===== config.mk =====
export PLATFORM = sky130hd
export DESIGN_NAME = axi_wr_arbiter
export DESIGN_NICKNAME = d
export VERILOG_FILES = /design/src/rtl/axi_wr_arb_pkg.sv /design/src/rtl/axi_wr_arbiter_rr_arbiter.sv /design/src/rtl/axi_wr_arbiter.sv
export SDC_FILE = /design/constraint.sdc
export NUM_CORES = 1
export LEC_CHECK = 0
export BUFFER_PORTS_ARGS = -buffer_cell sky130_fd_sc_hd__buf_4
export CAP_MARGIN = 10
export CELL_PAD_IN_SITES_DETAIL_PLACEMENT = 1
export CELL_PAD_IN_SITES_GLOBAL_PLACEMENT = 2
export CORE_MARGIN = 4
export CORE_UTILIZATION = 22
export DETAILED_ROUTE_END_ITERATION = 6
export PLACE_DENSITY = 0.73
export REMOVE_ABC_BUFFERS = 1
export SLEW_MARGIN = 20
export SYNTH_ARGS = -nofsm -noshare
export SYNTH_HDL_FRONTEND = slang
export SYNTH_SLANG_ARGS = --single-unit
export TNS_END_PERCENT = 50

===== constraint.sdc =====
create_clock -name clk_axi -period 2.7 [get_ports clk_axi]
set_input_delay 0.54 -clock clk_axi [delete_from_list [all_inputs] [get_ports clk_axi]]
set_output_delay 0.54 -clock clk_axi [all_outputs]
set_load 0.05 [all_outputs]

===== src/rtl/axi_wr_arb_pkg.sv =====
// ============================================================================
// Module  : axi_wr_arb_pkg
// Purpose : Shared types and constants for the AXI4-Lite write-port arbiter.
// Revision: 1.0 - initial release
// ============================================================================
`default_nettype none

package axi_wr_arb_pkg;

    typedef enum logic [1:0] {
        ST_IDLE  = 2'd0,
        ST_ISSUE = 2'd1,
        ST_RESP  = 2'd2,
        ST_ACK   = 2'd3
    } state_t;

    localparam logic [1:0] RESP_OKAY   = 2'b00;
    localparam logic [1:0] RESP_SLVERR = 2'b10;

    function automatic int idx_width(input int n);
        return (n > 1) ? $clog2(n) : 1;
    endfunction

endpackage

`default_nettype wire


===== src/rtl/axi_wr_arbiter_rr_arbiter.sv =====
// ============================================================================
// Module  : rr_arbiter
// Purpose : Combinational round-robin pick: first set request at or after ptr.
// Revision: 1.0 - initial release
// ============================================================================
`default_nettype none

module rr_arbiter #(
    parameter int NUM_REQ = 4,
    parameter int IDX_W   = 2
) (
    input  logic [NUM_REQ-1:0] req,
    input  logic [IDX_W-1:0]   ptr,
    output logic [NUM_REQ-1:0] grant,
    output logic [IDX_W-1:0]   grant_idx,
    output logic               valid
);

    logic [IDX_W-1:0] w_idx;

    always_comb begin
        grant     = '0;
        grant_idx = '0;
        valid     = 1'b0;
        w_idx     = '0;
        for (int k = 0; k < NUM_REQ; k++) begin
            w_idx = IDX_W'((int'(ptr) + k) % NUM_REQ);
            if (!valid && req[w_idx]) begin
                valid        = 1'b1;
                grant[w_idx] = 1'b1;
                grant_idx    = w_idx;
            end
        end
    end

endmodule

`default_nettype wire


===== src/rtl/axi_wr_arbiter.sv =====
// ============================================================================
// Module  : axi_wr_arbiter
// Purpose : Round-robin sequencer sharing one AXI4-Lite write port among
//           NUM_REQ requesters. Optional B watchdog: AXI_WR_ARB_TIMEOUT_EN.
// Revision: 1.0 - initial release
// ============================================================================
`default_nettype none

module axi_wr_arbiter #(
    parameter int NUM_REQ     = 4,
    parameter int DATA_WIDTH  = 32,
    parameter int TIMEOUT_CYC = 64
) (
    input  logic                          clk_axi,
    input  logic                          axi_reset,
    input  logic [NUM_REQ-1:0]            req,
    input  logic [NUM_REQ*4-1:0]          req_addr,
    input  logic [NUM_REQ*DATA_WIDTH-1:0] req_data,
    input  logic [NUM_REQ*4-1:0]          req_strb,
    output logic [NUM_REQ-1:0]            ack,
    output logic [1:0]                    ack_resp,
    output logic                          busy,
    output logic [3:0]                    awaddr,
    output logic                          awvalid,
    input  logic                          awready,
    output logic [DATA_WIDTH-1:0]         wdata,
    output logic [3:0]                    wstrb,
    output logic                          wvalid,
    input  logic                          wready,
    input  logic [1:0]                    bresp,
    input  logic                          bvalid,
    output logic                          bready
);
    import axi_wr_arb_pkg::*;

    localparam int IDX_W = idx_width(NUM_REQ);

    state_t                  r_state;
    state_t                  w_next;
    logic [IDX_W-1:0]        r_ptr;
    logic [IDX_W-1:0]        r_grant_idx;
    logic [NUM_REQ-1:0]      r_grant;
    logic [3:0]              r_addr;
    logic [3:0]              r_strb;
    logic [DATA_WIDTH-1:0]   r_data;
    logic                    r_aw_done;
    logic                    r_w_done;
    logic [1:0]              r_bresp;
    logic [NUM_REQ-1:0]      w_arb_grant;
    logic [IDX_W-1:0]        w_arb_idx;
    logic                    w_arb_valid;
    logic                    w_aw_fin;
    logic                    w_w_fin;
    logic                    w_timeout;

    rr_arbiter #(
        .NUM_REQ (NUM_REQ),
        .IDX_W   (IDX_W)
    ) u_rr_arbiter (
        .req       (req),
        .ptr       (r_ptr),
        .grant     (w_arb_grant),
        .grant_idx (w_arb_idx),
        .valid     (w_arb_valid)
    );

    // A channel counts as finished once its handshake has happened, including this cycle.
    assign w_aw_fin = r_aw_done || (awvalid && awready);
    assign w_w_fin  = r_w_done  || (wvalid  && wready);

`ifdef AXI_WR_ARB_TIMEOUT_EN
    localparam int CNT_W = $clog2(TIMEOUT_CYC + 1);
    logic [CNT_W-1:0] r_to_cnt;

    always_ff @(posedge clk_axi or posedge axi_reset) begin
        if (axi_reset)
            r_to_cnt <= '0;
        else if (r_state != ST_RESP)
            r_to_cnt <= '0;
        else
            r_to_cnt <= r_to_cnt + CNT_W'(1);
    end

    // Fires on the last RESP cycle so ACK lands TIMEOUT_CYC cycles after RESP entry.
    assign w_timeout = (r_state == ST_RESP) && (r_to_cnt == CNT_W'(TIMEOUT_CYC - 1));
`else
    assign w_timeout = (TIMEOUT_CYC < 0);
`endif

    always_ff @(posedge clk_axi or posedge axi_reset) begin
        if (axi_reset)
            r_state <= ST_IDLE;
        else
            r_state <= w_next;
    end

    always_comb begin
        w_next   = r_state;
        awvalid  = 1'b0;
        wvalid   = 1'b0;
        bready   = 1'b0;
        ack      = '0;
        ack_resp = RESP_OKAY;
        busy     = (r_state != ST_IDLE);
        case (r_state)
            ST_IDLE: begin
                if (w_arb_valid)
                    w_next = ST_ISSUE;
            end
            ST_ISSUE: begin
                awvalid = !r_aw_done;
                wvalid  = !r_w_done;
                if (w_aw_fin && w_w_fin)
                    w_next = ST_RESP;
            end
            ST_RESP: begin
                bready = 1'b1;
                if (bvalid || w_timeout)
                    w_next = ST_ACK;
            end
            ST_ACK: begin
                ack      = r_grant;
                ack_resp = r_bresp;
                w_next   = ST_IDLE;
            end
            default: w_next = ST_IDLE;
        endcase
    end

    always_ff @(posedge clk_axi or posedge axi_reset) begin
        if (axi_reset) begin
            r_ptr       <= '0;
            r_grant_idx <= '0;
            r_grant     <= '0;
            r_addr      <= '0;
            r_data      <= '0;
            r_strb      <= '0;
            r_aw_done   <= 1'b0;
            r_w_done    <= 1'b0;
            r_bresp     <= RESP_OKAY;
        end else begin
            case (r_state)
                ST_IDLE: begin
                    if (w_arb_valid) begin
                        r_grant_idx <= w_arb_idx;
                        r_grant     <= w_arb_grant;
                        r_addr      <= req_addr[int'(w_arb_idx)*4 +: 4];
                        r_data      <= req_data[int'(w_arb_idx)*DATA_WIDTH +: DATA_WIDTH];
                        r_strb      <= req_strb[int'(w_arb_idx)*4 +: 4];
                        r_aw_done   <= 1'b0;
                        r_w_done    <= 1'b0;
                    end
                end
                ST_ISSUE: begin
                    if (awvalid && awready)
                        r_aw_done <= 1'b1;
                    if (wvalid && wready)
                        r_w_done <= 1'b1;
                end
                ST_RESP: begin
                    if (bvalid)
                        r_bresp <= bresp;
                    else if (w_timeout)
                        r_bresp <= RESP_SLVERR;
                end
                ST_ACK: begin
                    r_ptr <= (r_grant_idx == IDX_W'(NUM_REQ - 1)) ? '0
                                                                  : r_grant_idx + IDX_W'(1);
                end
                default: ;
            endcase
        end
    end

    assign awaddr = r_addr;
    assign wdata  = r_data;
    assign wstrb  = r_strb;

endmodule

`default_nettype wire


==> key figures <==
Setup path
  • CP arrival: 2.67 ns
  • Slowest CP cell: nor2_4
  • Worst R2R Start: r_ptr[1]$_DFFE_PP0N_
  • CP max FO: 21
  • FF-to-FF End: wdata[8]$_DFFE_PP0P_
  • Worst Setup Path Type: reg -> reg
  • CP endpoint kind: flip-flop
  • Crit path buf inv count: 3
  • Setup crit start kind: flip-flop
  • Crit path max-delay family: simple AND/OR/NAND/NOR gates
  • Crit path largest cell delay: 0.56 ns
  • Reg2Reg Depth: 9
  • Reg-to-reg slack, setup: 0.25 ns
  • Worst path cell trace: inv_1, ha_1, buf_4, o32a_1, nand2_1, nor2_4, buf_12, nand3_1, o211ai_1
  • WP data required: 2.92 ns

CTS
  • CTS tree: built
  • Clk sink count: 54
  • Num CTS Buffers: 5
  • Max Root-Sink Buffers: 2
  • Clock root buffer: clkbuf_16
  • Clock Latency Late Sink: 0.30 ns
  • H-Tree Depth: 2
  • Postcts setup bufs: 0
  • Clock Pin Slew Worst Setup and Hold Paths: 0.08 ns
  • Resized Gates After CTS: 0
  • Cts hold-fix bufs: 0

Synth
  • Synth Area in XOR/XNOR: 0
  • Post-Synth Adder-Cell Area: 0.0354
  • Synth Area in Compound Gates: 0.288
  • Register area share after synthesis: 0.348
  • Primary FF master, synth: dfrtp_1
  • Post-synth EDFFs: 0
  • Mapped cell area: 3880 um2
  • Area leader, netlist: dfrtp_1
  • Synth top area share: 0.348
  • Syn Inst Count: 398
  • Post-Syn Area per Cell: 9.75 um2
  • Most common cell in the netlist: dfrtp_1
  • Synth top cells by count: 54 x dfrtp_1, 46 x nand2_1, 44 x nor2_1
  • Synth top area cells: dfrtp_1 35%, a221oi_2 14%, mux2i_1 11%
  • Largest family of logic cells by synthesized area: compound AO/OA/AOI/OAI gates
  • Simple-gate area share of the yosys netlist: 0.139
  • Yosys synthesis warning count: 0
  • Netlist cell types: 43
  • FFs w/ async S/R, synth: 1.00
  • Mux cell area share after synthesis: 0.127
  • Register bit count reported by yosys: 54

Route
  • ANT nets after route: 0
  • Number of DRC markers in iteration 0: 100
  • DRT Wirelength: 15700 um
  • Routed via count: 4010
  • DR DRC count: 0
  • Number of vias per cell: 4.80
  • DR WL/cell: 18.8 um
  • Drt first pass iters: 4

Die
  • Die H: 141 um
  • Total die area: 19800 um2
  • Initial Util: 0.224
  • Rows: 48
  • Core footprint: 17300 um2
  • Die width: 141 um
  • # IOs: 221

Pwr
  • Pwr Total: 7.96 mW
  • Register share of total power: 0.184
  • Worst VDD drop: 0.608 mV
  • Clock power share: 0.085
  • Combinational Power Share: 0.731
  • Leak pwr: 2.91 nW
  • Switching share of power: 0.534
  • Internal: 3.71 mW
  • P per Cell Area: 1340 nW/um2
  • Switching pwr: 4.25 mW

Timing
  • Slew headroom: 0.548
  • Tmin final: 2.45 ns
  • Clock skew: 0.0109 ns
  • Final setup viols: 0
  • Slew Viols, Final: 0
  • Endpoints failing hold: 0
  • Fmax: 409 MHz
  • RSZ-0062 raised after global routing: false
  • Actual slew at the worst max-slew pin: 0.678 ns
  • Setup ws final: 0.253 ns
  • Fin Hold WS: 0.334 ns
  • Final period util: 0.906

Placement
  • Pre-CTS setup slack: 0.179 ns
  • Post-DP HPWL: 12100 um
  • Placed cell areas: 5800 um2
  • GP Congestion: 0.775
  • IO Port Bufs: 220

Layout
  • Layout cells sized above 1: 0.490
  • Area Overhead vs Synth: 53.1%
  • N_diodes: 0
  • Post-layout util: 0.344
  • Fin area: 5950 um2
  • Layout net count: 791
  • Filler cells: 2029

Global route
  • First-pass GRT wire length: 24700 um
  • GR Util All Layers: 0.156
  • Largest net degree at the start of global routing: 64
  • Initial antenna violation count: 0
  • Number of global-route vias before repair: 4498
  • Grt total ovfl: 0

Flow run
  • Max-cap check violation count: 0

Outcome
  • Outcome: completed

Worst hold path
  • Hold Crit Class: in -> async
-- cells by family after synthesis --
kind of cell,Yosys count
mux,47
buf+inv,41
flops,54
fa+ha+maj,11
simple gates,124
compound gates,121
-- metal layers --
metal,GRT usage,routed length (um)
met1,0.189,6500
met2,0.268,7770
met3,0.0465,1080
met4,0.0444,371
met5,0,0
-- final cells by class --
| type | instances | area, um2 | share of cell area |
|---|---|---|---|
| Clock buffer | 6 | 129 | 0.0217 |
| Clock inverter | 2 | 13.8 | 0.00231 |
| Inverter | 9 | 33.8 | 0.00568 |
| Multi-Input combinational cell | 303 | 2300 | 0.387 |
| Sequential cell | 54 | 1350 | 0.227 |
| Tap cell | 225 | 282 | 0.0473 |
| Timing Repair Buffer | 236 | 1830 | 0.309 |
-- state kept, by name, indices dropped and copies added (netlist names) --
register     count
wdata           32
awaddr           4
r_grant          4
wstrb            4
r_bresp          2
r_grant_idx      2
r_ptr            2
r_state          2
r_aw_done        1
r_w_done         1
-- metrics by stage --
step | std cells | TNS, ns
after detailed placement | 827 | 0
after floorplan | 366 | -62.53
after global placement | 827 | 0
after global routing | 835 | 0
after CTS | 835 | 0
final | 835 | 0
-- worst max-delay path by stage --
stage                              start               endpoint  slack, ns  depth (start not counted)
global route        r_ptr[1]$_DFFE_PP0N_   wdata[7]$_DFFE_PP0P_       0.07                          9
global placement                  req[1]  wdata[12]$_DFFE_PP0P_       0.21                          7
floorplan           r_ptr[0]$_DFFE_PP0N_   wdata[6]$_DFFE_PP0P_      -1.51                          8
finish              r_ptr[1]$_DFFE_PP0N_   wdata[8]$_DFFE_PP0P_       0.25                          9
detailed placement                req[1]  wdata[12]$_DFFE_PP0P_       0.18                          7
CTS                 r_ptr[1]$_DFFE_PP0N_   wdata[8]$_DFFE_PP0P_       0.20                          9
-- power groups by stage --
stage	registers (mW)	clock network (mW)	logic, mW
finish	1.46	0.678	5.82
global route	1.51	0.743	6.27
CTS	1.47	0.710	5.91
detailed placement	1.47	0	5.90
global placement	1.47	0	5.78
floorplan	2.51	0	2.94
-- cells in the final DEF, fill, tap and decap left out, types with 3 or more instances in the layout --
master / n
a21oi_1: 43
a21oi_2: 5
a221o_1: 6
a221oi_2: 36
a22oi_1: 4
a2bb2oi_1: 4
and2_1: 8
buf_12: 5
buf_4: 231
clkbuf_16: 5
dfrtp_1: 54
ha_1: 11
inv_1: 8
mux2_2: 3
mux2i_1: 42
nand2_1: 45
nand3_1: 10
nor2_1: 42
nor2b_1: 5
nor3_1: 3
o211ai_1: 4
o21ai_0: 7
No activity file was read; power rests on OpenSTA's default activity.
